## src/rtl/pong_match_controller.sv

```systemverilog
// ---------------------------------------------------------------------------
// pong_match_controller
//
// Match sequencer for Pong. Decides when play runs, when the ball is
// re-served, keeps both scores and declares the winner. Ball, paddles and
// score display are gated by o_run and o_ball_reset.
//
// Optional feature macro: PONG_PAUSE_EN
//   defined     -> PAUSE state (encoding 4) and PAUSE_KEY handling present
//   not defined -> PAUSE_KEY ignored everywhere, encoding 4 is unused
//
// Parameters:
//   WIN_SCORE   (1..15)  points needed to win
//   SERVE_DELAY (0..255) frame ticks spent in SERVE before play resumes
//   START_KEY            byte that starts / restarts a match
//   PAUSE_KEY            byte that toggles pause
//
// Ports:
//   i_CLK         system clock (single domain)
//   i_RST_N       synchronous active-low reset
//   i_frame_tick  one-cycle pulse per game-engine tick
//   i_key_valid   one-cycle strobe qualifying i_key_byte
//   i_key_byte    received key code
//   i_p1_scored   one-cycle pulse, player 1 won the rally
//   i_p2_scored   one-cycle pulse, player 2 won the rally
//   o_run         enables ball and paddle motion
//   o_ball_reset  one-cycle pulse, first cycle of every SERVE
//   o_serve_dir   0 = toward player 1 (left), 1 = toward player 2 (right)
//   o_p1_score    player 1 score
//   o_p2_score    player 2 score
//   o_winner      0 none, 1 player 1, 2 player 2
//   o_state       current state encoding (debug / display)
//
// Input strobe semantics: i_key_valid, i_frame_tick and the scored pulses
// carry no backpressure. Each is consumed only in the cycle it is high; a
// strobe arriving in a state that does not use it is dropped, not queued.
// All outputs are registered: they change on the edge after the input.
// ---------------------------------------------------------------------------
module pong_match_controller #(
    parameter int WIN_SCORE   = 7,
    parameter int SERVE_DELAY = 60,
    parameter int START_KEY   = 32,
    parameter int PAUSE_KEY   = 112
) (
    input  logic       i_CLK,
    input  logic       i_RST_N,
    input  logic       i_frame_tick,
    input  logic       i_key_valid,
    input  logic [7:0] i_key_byte,
    input  logic       i_p1_scored,
    input  logic       i_p2_scored,
    output logic       o_run,
    output logic       o_ball_reset,
    output logic       o_serve_dir,
    output logic [3:0] o_p1_score,
    output logic [3:0] o_p2_score,
    output logic [1:0] o_winner,
    output logic [2:0] o_state
);

    localparam logic [2:0] S_IDLE      = 3'd0;
    localparam logic [2:0] S_SERVE     = 3'd1;
    localparam logic [2:0] S_PLAY      = 3'd2;
    localparam logic [2:0] S_POINT     = 3'd3;
    localparam logic [2:0] S_PAUSE     = 3'd4;
    localparam logic [2:0] S_GAME_OVER = 3'd5;

    localparam logic [3:0] WIN_VAL   = 4'(WIN_SCORE);
    localparam logic [8:0] DELAY_VAL = 9'(SERVE_DELAY);
    localparam logic [7:0] START_VAL = 8'(START_KEY);
    localparam logic [7:0] PAUSE_VAL = 8'(PAUSE_KEY);

    logic [2:0] state, state_d;
    logic [7:0] tick_cnt, tick_cnt_d;
    logic       scorer_p2, scorer_p2_d;   // 1 when player 2 won the last rally
    logic       run_d, ball_reset_d, serve_dir_d;
    logic [3:0] p1_score_d, p2_score_d;
    logic [1:0] winner_d;

    logic       key_start;
    logic       key_pause;
    logic       serve_done;
    logic       both_scored;
    logic       one_scored;
    logic [3:0] scorer_score;

    assign key_start   = i_key_valid && (i_key_byte == START_VAL);
    // Without the pause feature the pause byte is just another ignored key.
`ifdef PONG_PAUSE_EN
    assign key_pause   = i_key_valid && (i_key_byte == PAUSE_VAL);
`else
    assign key_pause   = 1'b0 && (PAUSE_VAL == i_key_byte);
`endif
    assign both_scored = i_p1_scored && i_p2_scored;
    assign one_scored  = i_p1_scored ^ i_p2_scored;
    assign scorer_score = scorer_p2 ? o_p2_score : o_p1_score;

    // A zero delay leaves SERVE unconditionally on the cycle after entry;
    // otherwise leave on the tick that brings the count to SERVE_DELAY.
    assign serve_done = (DELAY_VAL == 9'd0) ||
                        (i_frame_tick && (({1'b0, tick_cnt} + 9'd1) >= DELAY_VAL));

    // ---------------------------------------------------------------- state register
    always_ff @(posedge i_CLK) begin
        if (!i_RST_N) begin
            state        <= S_IDLE;
            tick_cnt     <= 8'd0;
            scorer_p2    <= 1'b0;
            o_run        <= 1'b0;
            o_ball_reset <= 1'b0;
            o_serve_dir  <= 1'b0;
            o_p1_score   <= 4'd0;
            o_p2_score   <= 4'd0;
            o_winner     <= 2'd0;
        end else begin
            state        <= state_d;
            tick_cnt     <= tick_cnt_d;
            scorer_p2    <= scorer_p2_d;
            o_run        <= run_d;
            o_ball_reset <= ball_reset_d;
            o_serve_dir  <= serve_dir_d;
            o_p1_score   <= p1_score_d;
            o_p2_score   <= p2_score_d;
            o_winner     <= winner_d;
        end
    end

    assign o_state = state;

    // ---------------------------------------------------------------- next state
    always_comb begin
        state_d = state;
        case (state)
            S_IDLE, S_GAME_OVER: begin
                if (key_start) state_d = S_SERVE;
            end
            S_SERVE: begin
                if (serve_done) state_d = S_PLAY;
            end
            S_PLAY: begin
                // Scored pulses outrank the pause key in the same cycle.
                if (both_scored)     state_d = S_SERVE;
                else if (one_scored) state_d = S_POINT;
                else if (key_pause)  state_d = S_PAUSE;
            end
            S_POINT: begin
                state_d = (scorer_score == WIN_VAL) ? S_GAME_OVER : S_SERVE;
            end
`ifdef PONG_PAUSE_EN
            S_PAUSE: begin
                if (key_pause) state_d = S_PLAY;
            end
`endif
            default: state_d = S_IDLE;
        endcase
    end

    // ---------------------------------------------------------------- next outputs
    always_comb begin
        run_d        = (state_d == S_PLAY);
        ball_reset_d = 1'b0;
        serve_dir_d  = o_serve_dir;
        p1_score_d   = o_p1_score;
        p2_score_d   = o_p2_score;
        winner_d     = o_winner;
        tick_cnt_d   = tick_cnt;
        scorer_p2_d  = scorer_p2;
        case (state)
            S_IDLE, S_GAME_OVER: begin
                if (key_start) begin
                    p1_score_d   = 4'd0;
                    p2_score_d   = 4'd0;
                    winner_d     = 2'd0;
                    serve_dir_d  = 1'b0;
                    ball_reset_d = 1'b1;
                    tick_cnt_d   = 8'd0;
                end
            end
            S_SERVE: begin
                if (serve_done)        tick_cnt_d = 8'd0;
                else if (i_frame_tick) tick_cnt_d = tick_cnt + 8'd1;
            end
            S_PLAY: begin
                if (both_scored) begin
                    // Void rally: re-serve in the same direction.
                    ball_reset_d = 1'b1;
                    tick_cnt_d   = 8'd0;
                end else if (i_p1_scored) begin
                    p1_score_d  = o_p1_score + 4'd1;
                    scorer_p2_d = 1'b0;
                end else if (i_p2_scored) begin
                    p2_score_d  = o_p2_score + 4'd1;
                    scorer_p2_d = 1'b1;
                end
            end
            S_POINT: begin
                if (scorer_score == WIN_VAL) begin
                    winner_d = scorer_p2 ? 2'd2 : 2'd1;
                end else begin
                    // Serve toward the player who conceded the point.
                    serve_dir_d  = ~scorer_p2;
                    ball_reset_d = 1'b1;
                    tick_cnt_d   = 8'd0;
                end
            end
`ifdef PONG_PAUSE_EN
            S_PAUSE: begin
                // Ball position is frozen, nothing else changes.
            end
`endif
            default: begin
                // Unused encodings fall back to reset values.
                run_d        = 1'b0;
                serve_dir_d  = 1'b0;
                p1_score_d   = 4'd0;
                p2_score_d   = 4'd0;
                winner_d     = 2'd0;
                tick_cnt_d   = 8'd0;
                scorer_p2_d  = 1'b0;
            end
        endcase
    end

endmodule

```

## config.mk

```make
export PLATFORM = sky130hd
export DESIGN_NAME = pong_match_controller
export DESIGN_NICKNAME = d
export VERILOG_FILES = /design/src/rtl/pong_match_controller.sv
export SDC_FILE = /design/constraint.sdc
export NUM_CORES = 1
export LEC_CHECK = 0
export CAP_MARGIN = 15
export CORE_UTILIZATION = 50
export CTS_CLUSTER_DIAMETER = 60
export DETAILED_ROUTE_END_ITERATION = 8
export PLACE_DENSITY = 0.87
export SLEW_MARGIN = 40
export SYNTH_ARGS = -nofsm -noshare
export SYNTH_HDL_FRONTEND = slang
export SYNTH_SLANG_ARGS = --single-unit
```

## constraint.sdc

```tcl
create_clock -name i_CLK -period 2 [get_ports i_CLK]
set_input_delay 0.3 -clock i_CLK [delete_from_list [all_inputs] [get_ports i_CLK]]
set_output_delay 0.3 -clock i_CLK [all_outputs]
set_load 0.05 [all_outputs]
```

==> metrics.md <==
| Metric | Value |
|---|---|
| Die Footprint | 0.003353 mm^2 |
| Count leader, synth | dfxtp_1 |
| Worst-Margin Slew | 0.5193 ns |
| TritonCTS clock tree | built |
| Gpl congestion | approximately 0.87 |
| Final WL | between 3 and 4 mm |
| DR DRC count | 3 |
| H-tree levels | 1 |
| Synth area leader | dfxtp_1 |
| Layout cells sized above 1 | 0.1733 |
| Core Region | roughly 0.0029 mm^2 |
| CP delay by family, top | buffers and inverters |
| Pre-CTS setup slack | -0.09551 ns |
| Cell area after synthesis | roughly 0.0016 mm^2 |
| Setup TNS | 0 ns |
| Max Clk Rate | approximately 530 MHz |
| CP bufs+invs | 1 |
| Synth top cells by count | dfxtp_1, nand2_1, o21ai_0, nand3_1 |
| Crit Path Class | reg2out |
| Hold path depth | 1 |
| Hpwl dp | 2.969 mm |
| CP startpoint | o_p2_score[0]$_SDFFE_PN0P_ |
| Initial core utilization | 0.5478 |
| VDD IR max | 301.4 uV |
| Setup crit start kind | flip-flop |
| Post-synth top flop | dfxtp_1 |
| Fin area | 0.002011 mm^2 |
| Status | complete, but fails checks |
| Worst Hold Class | reg2reg |
| Initial antenna violation count | 0 |
| Worst R2R Setup Slack | 0.17 ns |
| Fill count | 233 |
| First drt pass iteration count | 6 |
| Min Tclk post-route | 1.886 ns |
| Vias in the first global route | 1584 |
| Hold slack | ~0.50 ns |
| Yosys warning total | 0 |
| Crit path cell chain | clkdlybuf4s50_1 |
| Total power | 0.7977 mW |
| First-pass GRT wire length | between 6 and 7 mm |
| R2r startpoint | o_state[0]$_SDFF_PN0_ |
| Reg-to-Reg End | tick_cnt[3]$_SDFFE_PN0P_ |
| GRT Util Overall | 0.2556 |
| Worst setup margin | ~0.11 ns |
| Synthesized Nets | between 200 and 250 |
| Antenna-violating nets left | 0 |
| Worst Setup End Kind | primary output |
| Overall die width | 57.91 um |
| Total Nets Final | 246 |
| # IOs | 30 |
| Placed Area | a little under 0.002 mm^2 |
| Crit path max fanout | 6 |
| Async SR Flop Fraction | 0 |
| Synth cell types | 53 |
| Power Density | around 400 mW/mm^2 |
| Final Util | 0.7048 |
| Critical Path End | o_p2_score[0] |
| Initial drt markers | about 120 |
| Sequential share of the synthesized area | 0.3203 |
| Arr. time, crit path | around 1.6 ns |
| Worst r2r path cells | 5 |
| Hold Vio Cnt, Final | 0 |
| Slowest-stage cell, CP | clkdlybuf4s50_1 |
| Slew Viols, Final | 0 |
| Number of port buffers | 29 |
| Clock transition at the registers of the reported paths | 0.14 ns |
| N_diodes | 0 |
| Routed len/inst | 15.22 um |
| Max-cap violations | 0 |
| Layout Skew | between 0.0015 and 0.002 ns |
| CTS max path bufs | 2 |
| Failing checks | DRC |
| Overflow left after global routing | 0 |
| Post-Syn Instances | 184 |
| Largest net degree at the start of global routing | 17 |
| Post-Layout Cell Count | 256 |
| Min-delay src | o_winner[1]$_SDFFE_PN0P_ |
| Worst skew pair latency | between 0.3 and 0.4 ns |
| Area delta synth->final | 28.66% |
| Critical Path Stages | 1 |
| CTS Root Cell | clkbuf_4 |
| Final worst path period share | 0.9428 |
| RSZ-0062 raised after global routing | no |
| Area fraction of the dominant cell type after synthesis | 0.3203 |
| Worst path max stage delay | around 0.84 ns |
| Num CTS Buffers | 3 |
| Mapped Avg Cell Area | about 8.5 um^2 |
| Pleak | roughly 0.76 nW |
| Max-slew headroom | 0.6527 |
| Vias/cell | about 6.4 |
| CP required | between 1.5 and 2 ns |
| Number of synthesized flops with an enable pin | 0 |
| #FFs+latches synth | 25 |
| Die height | around 58 um |
| FP Rows | 19 |
| Setup violators final | 0 |
| Placed cells | 252 |
| Synth area leaders | dfxtp_1, ha_1, o21ai_0 |
| Clock Sinks | 25 |
| Via Count | roughly 1.6k |
| CTS Hold Bufs | 0 |
[final cells by class]
| cell class | count | area, um^2 | area share |
|---|---|---|---|
| Inverter | 8 | 30.03 | 0.01493 |
| Clock inverter | 1 | 5.005 | 0.002489 |
| Tap cell | 31 | 38.79 | 0.01929 |
| Clock buffer | 3 | 22.52 | 0.01120 |
| Timing Repair Buffer | 46 | 410.4 | 0.2041 |
| Sequential cell | 25 | 503.0 | 0.2502 |
| Multi-Input combinational cell | 142 | 1001 | 0.4978 |
[cell families after synthesis]
kind of cell    Yosys count  share of synthesized area
simple gates             74                     0.2818
compound gates           59                     0.2850
flops                    25                     0.3203
buf+inv                  17                    0.04644
fa+ha+maj                 6                    0.04804
mux                       2                    0.01281
xor+xnor                  1                   0.005606
[flip-flops by register name, indices dropped and copies added (netlist names)]
register and flops:
o_ball_reset 1, o_p1_score 4, o_p2_score 4, o_run 1
o_serve_dir 1, o_state 3, o_winner 2, scorer_p2 1
tick_cnt 8
[worst min-delay path by stage]
| stage | to |
|---|---|
| floorplan | o_p1_score[1]$_SDFFE_PN0P_ |
| global placement | o_winner[1]$_SDFFE_PN0P_ |
| detailed placement | o_winner[1]$_SDFFE_PN0P_ |
| CTS | o_winner[1]$_SDFFE_PN0P_ |
| global route | o_winner[1]$_SDFFE_PN0P_ |
| finish | o_winner[1]$_SDFFE_PN0P_ |
[layout by cell type, fill, tap and decap left out, drive strengths merged, types with 6 or more instances in the layout]
master,Yosys,final
a21boi,8,8
a21oi,9,9
buf,5,20
clkdlybuf4s50,0,26
dfxtp,25,25
ha,6,6
inv,8,8
nand2,13,13
nand2b,6,6
nand3,12,12
nor2,9,9
o21ai,14,14
[metal layers]
layer	routed length, um	GRT usage
met2	2018	0.4631
met4	28	0.1054
met3	255	0.03795
met5	0	0
met1	1594	0.2994
[report_power, final]
part	total, mW	internal, mW	switching (mW)
clock	0.230	0.0750	0.155
sequential	0.498	0.498	0.000188
combinational	0.0694	0.0406	0.0287
[timing repair]
action	4_1_cts	5_1_grt
buffers inserted	0	0
gates resized for setup	0	4
endpoints found under the setup margin	0	4
Power figures use the tool's default switching activity.
